**config.mk**
```make
export PLATFORM = sky130hd
export DESIGN_NAME = nibble_to_byte_assembler_flat
export DESIGN_NICKNAME = d
export VERILOG_FILES = /design/src/rtl/nibble_to_byte_assembler_if.sv /design/src/rtl/nibble_to_byte_assembler.sv /design/src/flat_wrapper.sv
export SDC_FILE = /design/constraint.sdc
export NUM_CORES = 1
export LEC_CHECK = 0
export CAP_MARGIN = 20
export CORE_MARGIN = 2
export CORE_UTILIZATION = 45
export CTS_CLUSTER_DIAMETER = 60
export DETAILED_ROUTE_END_ITERATION = 8
export PLACE_DENSITY = 0.77
export SLEW_MARGIN = 20
export SYNTH_ARGS = -nofsm -noshare
export SYNTH_HDL_FRONTEND = slang
export SYNTH_SLANG_ARGS = --single-unit
```
**constraint.sdc**
```tcl
create_clock -name clock -period 1.6 [get_ports clock]
set_clock_uncertainty 0.15 [all_clocks]
set_input_delay 0.48 -clock clock [delete_from_list [all_inputs] [get_ports clock]]
set_output_delay 0.48 -clock clock [all_outputs]
set_load 0.01 [all_outputs]
```
**src/rtl/nibble_to_byte_assembler_if.sv**
```systemverilog
// Nibble-in / byte-out handshake bundle for the nibble-to-byte assembler.
// The master drives nibbles and out_ready; the slave (the assembler) drives the rest.
interface nibble_to_byte_assembler_if #(
  parameter int CW = 8
);
  logic [3:0]    in_nibble;
  logic          in_valid;
  logic          in_first;
  logic          in_ready;
  logic [7:0]    out_byte;
  logic          out_valid;
  logic          out_ready;
  logic          err;
  logic [CW-1:0] byte_count;

  modport master (
    output in_nibble, in_valid, in_first, out_ready,
    input  in_ready, out_byte, out_valid, err, byte_count
  );

  modport slave (
    input  in_nibble, in_valid, in_first, out_ready,
    output in_ready, out_byte, out_valid, err, byte_count
  );
endinterface

```
**src/rtl/nibble_to_byte_assembler.sv**
```systemverilog
// Pairs 4-bit nibbles into bytes behind a one-byte output buffer, with
// in_first-driven resync and a wrap-around delivered-byte counter.
module nibble_to_byte_assembler #(
  parameter bit HI_FIRST = 1'b1,
  parameter int CW       = 8
) (
  input  logic                          clock,
  input  logic                          reset,
  nibble_to_byte_assembler_if.slave     bus
);

  typedef enum logic {S_FIRST, S_SECOND} state_e;

  state_e        st_q, st_d;
  logic [3:0]    hold_q, hold_d;
  logic [7:0]    obuf_q, obuf_d;
  logic          out_valid_q, out_valid_d;
  logic          err_q, err_d;
  logic [CW-1:0] count_q, count_d;

  logic in_ready;
  logic in_xfer;
  logic out_xfer;

  // A second nibble may only land when the buffer is free or draining now.
  assign in_ready = !(st_q == S_SECOND && out_valid_q && !bus.out_ready);
  assign in_xfer  = bus.in_valid && in_ready;
  assign out_xfer = out_valid_q && bus.out_ready;

  always_comb begin
    st_d        = st_q;
    hold_d      = hold_q;
    obuf_d      = obuf_q;
    out_valid_d = out_valid_q;
    err_d       = 1'b0;
    count_d     = count_q;

    if (out_xfer) begin
      out_valid_d = 1'b0;
      count_d     = count_q + CW'(1);
    end

    if (in_xfer) begin
      case (st_q)
        S_FIRST: begin
          hold_d = bus.in_nibble;
          st_d   = S_SECOND;
        end
        S_SECOND: begin
          if (bus.in_first) begin
            // Framing slip: restart the pair from this nibble.
            hold_d = bus.in_nibble;
            err_d  = 1'b1;
          end else begin
            obuf_d      = HI_FIRST ? {hold_q, bus.in_nibble} : {bus.in_nibble, hold_q};
            out_valid_d = 1'b1;
            st_d        = S_FIRST;
          end
        end
        default: st_d = S_FIRST;
      endcase
    end
  end

  always_ff @(posedge clock) begin
    if (reset) begin
      st_q        <= S_FIRST;
      hold_q      <= '0;
      obuf_q      <= '0;
      out_valid_q <= 1'b0;
      err_q       <= 1'b0;
      count_q     <= '0;
    end else begin
      st_q        <= st_d;
      hold_q      <= hold_d;
      obuf_q      <= obuf_d;
      out_valid_q <= out_valid_d;
      err_q       <= err_d;
      count_q     <= count_d;
    end
  end

  assign bus.in_ready   = in_ready;
  assign bus.out_byte   = obuf_q;
  assign bus.out_valid  = out_valid_q;
  assign bus.err        = err_q;
  assign bus.byte_count = count_q;

endmodule
```
**src/flat_wrapper.sv**
```systemverilog
// flat-port wrapper written by rule: the top's interface ports become plain ports
module nibble_to_byte_assembler_flat 
#(
  parameter bit HI_FIRST = 1'b1,
  parameter int CW       = 8
)
  (clock, reset, bus_in_nibble, bus_in_valid, bus_in_first, bus_out_ready, bus_in_ready, bus_out_byte, bus_out_valid, bus_err, bus_byte_count);
  nibble_to_byte_assembler_if #(.CW(CW)) bus_i ();
  input  logic clock;
  input  logic reset;
  input wire logic [$bits(bus_i.in_nibble)-1:0] bus_in_nibble;
  input wire logic [$bits(bus_i.in_valid)-1:0] bus_in_valid;
  input wire logic [$bits(bus_i.in_first)-1:0] bus_in_first;
  input wire logic [$bits(bus_i.out_ready)-1:0] bus_out_ready;
  output wire logic [$bits(bus_i.in_ready)-1:0] bus_in_ready;
  output wire logic [$bits(bus_i.out_byte)-1:0] bus_out_byte;
  output wire logic [$bits(bus_i.out_valid)-1:0] bus_out_valid;
  output wire logic [$bits(bus_i.err)-1:0] bus_err;
  output wire logic [$bits(bus_i.byte_count)-1:0] bus_byte_count;
  assign bus_i.in_nibble = bus_in_nibble;
  assign bus_i.in_valid = bus_in_valid;
  assign bus_i.in_first = bus_in_first;
  assign bus_i.out_ready = bus_out_ready;
  assign bus_in_ready = bus_i.in_ready;
  assign bus_out_byte = bus_i.out_byte;
  assign bus_out_valid = bus_i.out_valid;
  assign bus_err = bus_i.err;
  assign bus_byte_count = bus_i.byte_count;
  nibble_to_byte_assembler #(.HI_FIRST(HI_FIRST), .CW(CW)) u_core (.clock(clock), .reset(reset), .bus(bus_i));
endmodule
```
## Word level (Yosys, flattened, before mapping)

Index checks and enable logic that the tools add are counted.

- Word-level logic and storage cells: 28
- Bits in registers: 23
- Bits in latches: 0
- Memories kept: 0
- Bits in read-only memories: 0
- Memory bits (writable): 0
- Input bits: 9

- Equal/unequal tests: 1
- Reductions and logical operators: 9
- Mux-type cells: 8
- $lt $le $gt $ge: 0
- Multiply operators: 0
- Bitwise operators: 3
- Divide/modulo/power cells: 0
- Shift-type cells: 0
- Add/sub/neg operators: 1

Operators by type and width:

| kind | number |
|---|---|
| adder 8 x 1 -> 8 bit, second input constant | 1 |
| one-hot mux 4 bit (2 select lines) | 1 |
| two-way mux 1 bit | 5 |
| logical AND 1 bit | 4 |
| two-way mux 4 bit | 1 |
| inverter 1 bit | 3 |
| AND reduction 3 bit | 1 |
| OR reduction 3 bit | 1 |
| logical NOT 1 bit | 2 |
| inequality test 2 bit, second input constant | 1 |
| one-hot mux 1 bit (2 select lines) | 1 |
| AND reduction 2 bit | 1 |

## Logic depth before layout (Yosys ltp)

- Depth after elaboration: 6
- Gate-level depth with buffers: 5
- Gate-level depth less buffers: 4

## Worst setup path after synthesis

Ideal clock, no wire load.

- Path kind: input to register
- From: in bus_out_ready
- To: reg u_core.obuf_q[0], in the netlist u_core.bus.out_byte[0]
- Cell stages on the path: 5
- Data arrival time: 1.169 ns
- Path slack: 0.167 ns
- Path buffers: 1
- Cell sequence: nand2b_2 > and4b_4 > buf_12 > mux2i_1 > nor2_1

- Longest elaborated chain between the ends: 5

Ends and longest elaborated chain:

| item | line | text |
|---|---|---|
| start, declared | flat_wrapper.sv:14 | `input wire logic [$bits(bus_i.out_ready)-1:0] bus_out_ready;` |
| logical NOT 1 bit | nibble_to_byte_assembler.sv:26 | `assign in_ready = !(st_q == S_SECOND && out_valid_q && !bus.out_ready);` |
| logical AND 1 bit | nibble_to_byte_assembler.sv:26 |  |
| logical NOT 1 bit | nibble_to_byte_assembler.sv:26 |  |
| logical AND 1 bit | nibble_to_byte_assembler.sv:27 | `assign in_xfer = bus.in_valid && in_ready;` |
| AND reduction 3 bit (no line) | n/a |  |
| end signal, assigned | nibble_to_byte_assembler.sv:76 | `obuf_q <= obuf_d;` |
| end, declared | nibble_to_byte_assembler.sv:16 | `logic [7:0] obuf_q, obuf_d;` |

No other way between the ends.
A chain may end at the register's enable or synchronous reset.

## Worst setup path in the final report

- From: in bus_out_ready
- To: out bus_in_ready

- Longest elaborated chain between the ends: 3

Ends and longest elaborated chain:

| item | line | text |
|---|---|---|
| logical NOT 1 bit | nibble_to_byte_assembler.sv:26 |  |
| logical AND 1 bit | nibble_to_byte_assembler.sv:26 |  |
| logical NOT 1 bit | nibble_to_byte_assembler.sv:26 |  |
| end, declared | flat_wrapper.sv:15 | `output wire logic [$bits(bus_i.in_ready)-1:0] bus_in_ready;` |

No other way between the ends.

==> results.md <==
* Outcome: complete, no violations
* Place WS at -0.606 ns
* Core Util, Final at between 60% and 70%
* Slew @ Worst Pin at 0.163 ns
* Fraction of registers with async set/reset at 0%
* Internal reg-to-reg setup slack at about 0.31 ns
* Num CTS Buffers at 3
* Unique cell type count in the Yosys netlist at 23
* Cells after synthesis at 93
* Root Buffer: clkbuf_4
* Die Area at 0.00249 sq mm
* Starting Density at a little under half
* Hold slack at ~0.35 ns
* Final worst-path cycle share at 97.9%
* PortBufs at 27
* R2R depth at 6
* GRT overflow at 0
* H-tree lvl count at 1
* Worst-skew pair later-pin latency at a little under 0.3 ns
* Most frequent cells in the layout: dfxtp_1 (20), nor2_1 (17), mux2i_1 (13)
* Final slew viol count at 0
* Crit start category: input port
* Routed WL per cell at between 10 and 15 um
* Worst Setup SP: bus_out_ready
* Seq/Total Area, Yosys at between 40% and 50%
* Pre-antenna DRT Iters at 4
* Critical Path RT at between 0.9 and 1 ns
* Clock sink count at 23
* Hold Path Origin: u_core.hold_q[1]
* Seq cells post-synth at 23
* Via density at 4.71
* VDD IR max at ~480 uV
* CP Class: in2out
* # DRC at 0
* Initial antenna violation count at 0
* CTS tree: built
* CTS clk-pin slew, worst paths at 0.13 ns
* # setup viols final at 0
* Post-Syn Area per Cell at between 10 and 15 sq um
* CP max FO at 2
* Headroom to the max-slew limit at 89.1%
* Clock Path Buffers at 2
* Commonest non-fill, non-tap cell in the layout: dfxtp_1
* Core area at roughly 0.0020 sq mm
* Endpoints failing hold at 0
* Die extent in x at approximately 50 um
* Pleak at approximately 0.0006 uW
* Unrepaired setup endpoints after global routing: no
* Via count at around 750
* Mapped cell area at 947 sq um
* Die height at around 50 um
* Critical Path Sink: bus_in_ready
* R2r startpoint: u_core.bus.out_valid
* Number of flops mapped to enable cells by yosys at 0
* Initial drt markers at 5
* Worst hold path class: reg2reg
* Setup ws final at around 0.034 ns
* Design area at 0.00136 sq mm
* I/O pin count at 28
* Hold-fix buffers, CTS at 0
* Antenna viol nets, final at 0
* Diodes inserted at 0
* Filler Cell Count at ~160
* Setup tns final at 0 ns
* Max-cap viol count at 0
* Post-DP HPWL at ~1300 um
* Tot GR Track Use at between 10% and 20%
* Global-route wire length before repair at approximately 3100 um
* Synth-to-Final Area Change at 43.1%
* Post-Syn Nets at about 100
* Final Critical Period at about 1.6 ns
* Largest net degree at the start of global routing at 28
* Vias in the first global route at 726
* Pwr dens at slightly above 700 mW/mm^2
* Final-stage net count at ~140
* Share of layout cells above drive strength 1 at between 10% and 20%
* Final wirelength at between 1500 and 2000 um
* Top FF cell, synth: dfxtp_1
* Routability cong. at 0.738
* Critical R2R Capture: u_core.hold_q[3]
* Area after DPL at 0.00132 sq mm
* Row count at 16
* YS warnings at 0
* Worst setup EP type: output port
* Max Fclk at ~640 MHz
* Crit path arrival time at about 0.94 ns
==> worst max-delay path, cell delays in order <==
cell and delay [ns]:
clkdlybuf4s15_1 0.18, nand3b_1 0.14, buf_2 0.14
==> metal layers <==
layer / up-vias / wire, um / global-route usage, %
met5: - / 0 / 0
met2: 17 / 871 / 26.0
met4: 0 / 13 / 5.56
met3: 2 / 82 / 3.33
li1: 389 / - / -
met1: 346 / 863 / 22.4
==> where the power goes <==
group | leakage, uW | internal (uW) | switching (uW)
Combinational | 0.000394 | 64.3 | 44.9
Sequential | 0.000188 | 586 | 7.68
Clock | 0.0000177 | 93.0 | 166
Total | 0.000600 | 743 | 218
==> registers in the layout (all words and copies together) (netlist names) <==
signal and count:
u_core.st_q 1, u_core.hold_q 4, u_core.bus.err 1, u_core.bus.out_byte 8, u_core.bus.out_valid 1, u_core.bus.byte_count 8
==> layout make-up <==
cell class | count | area, sq um | share of cell area [%]
clock buffers | 3 | 22.5 | 1.66
clock inverters | 1 | 5.00 | 0.369
inverters | 1 | 3.75 | 0.277
multi-input cells | 65 | 453 | 33.4
flip-flops and latches | 23 | 467 | 34.4
well taps | 27 | 33.8 | 2.49
repair buffers | 40 | 370 | 27.3
==> Yosys cell counts, types with 2 or more instances <==
cell,count,area (sq um)
buf_4,3,22.5
nor2_1,17,63.8
dfxtp_1,23,460
nand4_1,4,25.0
mux2i_1,13,130
and3_1,2,12.5
nand2b_1,8,50.1
xor2_1,6,52.6
nand2_1,3,11.3
==> metrics by stage <==
stage / total power, uW / instances
after floorplan: 663 / 93
after global placement: 714 / 155
after detailed placement: 717 / 155
after CTS: 974 / 160
after global routing: 1010 / 160
final: 962 / 160
==> what timing repair did <==
item / 4_1_cts / 5_1_grt
buffers inserted: 0 / 0
resized for setup: 29 / 11
gates cloned: 1 / 0
setup endpoints to repair: 33 / 10
endpoints found under the hold margin: 0 / 0
==> cell families after synthesis <==
group	synth area share [%]
AND/OR/NAND/NOR	22.9
multiplexers	13.7
XOR/XNOR	6.47
flip-flops	48.6
buffers and inverters	5.28
adder cells (fa/ha/maj)	1.32
AO/OA/AOI/OAI	1.72
==> worst min-delay path by stage <==
stage | end | slack (ns) | cells after the start
2_1_floorplan | u_core.hold_q[0] | 0.30 | 2
3_3_place_gp | u_core.hold_q[0] | 0.31 | 2
3_5_place_dp | u_core.hold_q[2] | 0.31 | 2
4_1_cts | u_core.hold_q[2] | 0.34 | 2
5_1_grt | u_core.hold_q[3] | 0.39 | 2
6_report | u_core.hold_q[1] | 0.35 | 2
Note: power is estimated with default switching activity, not from simulation.
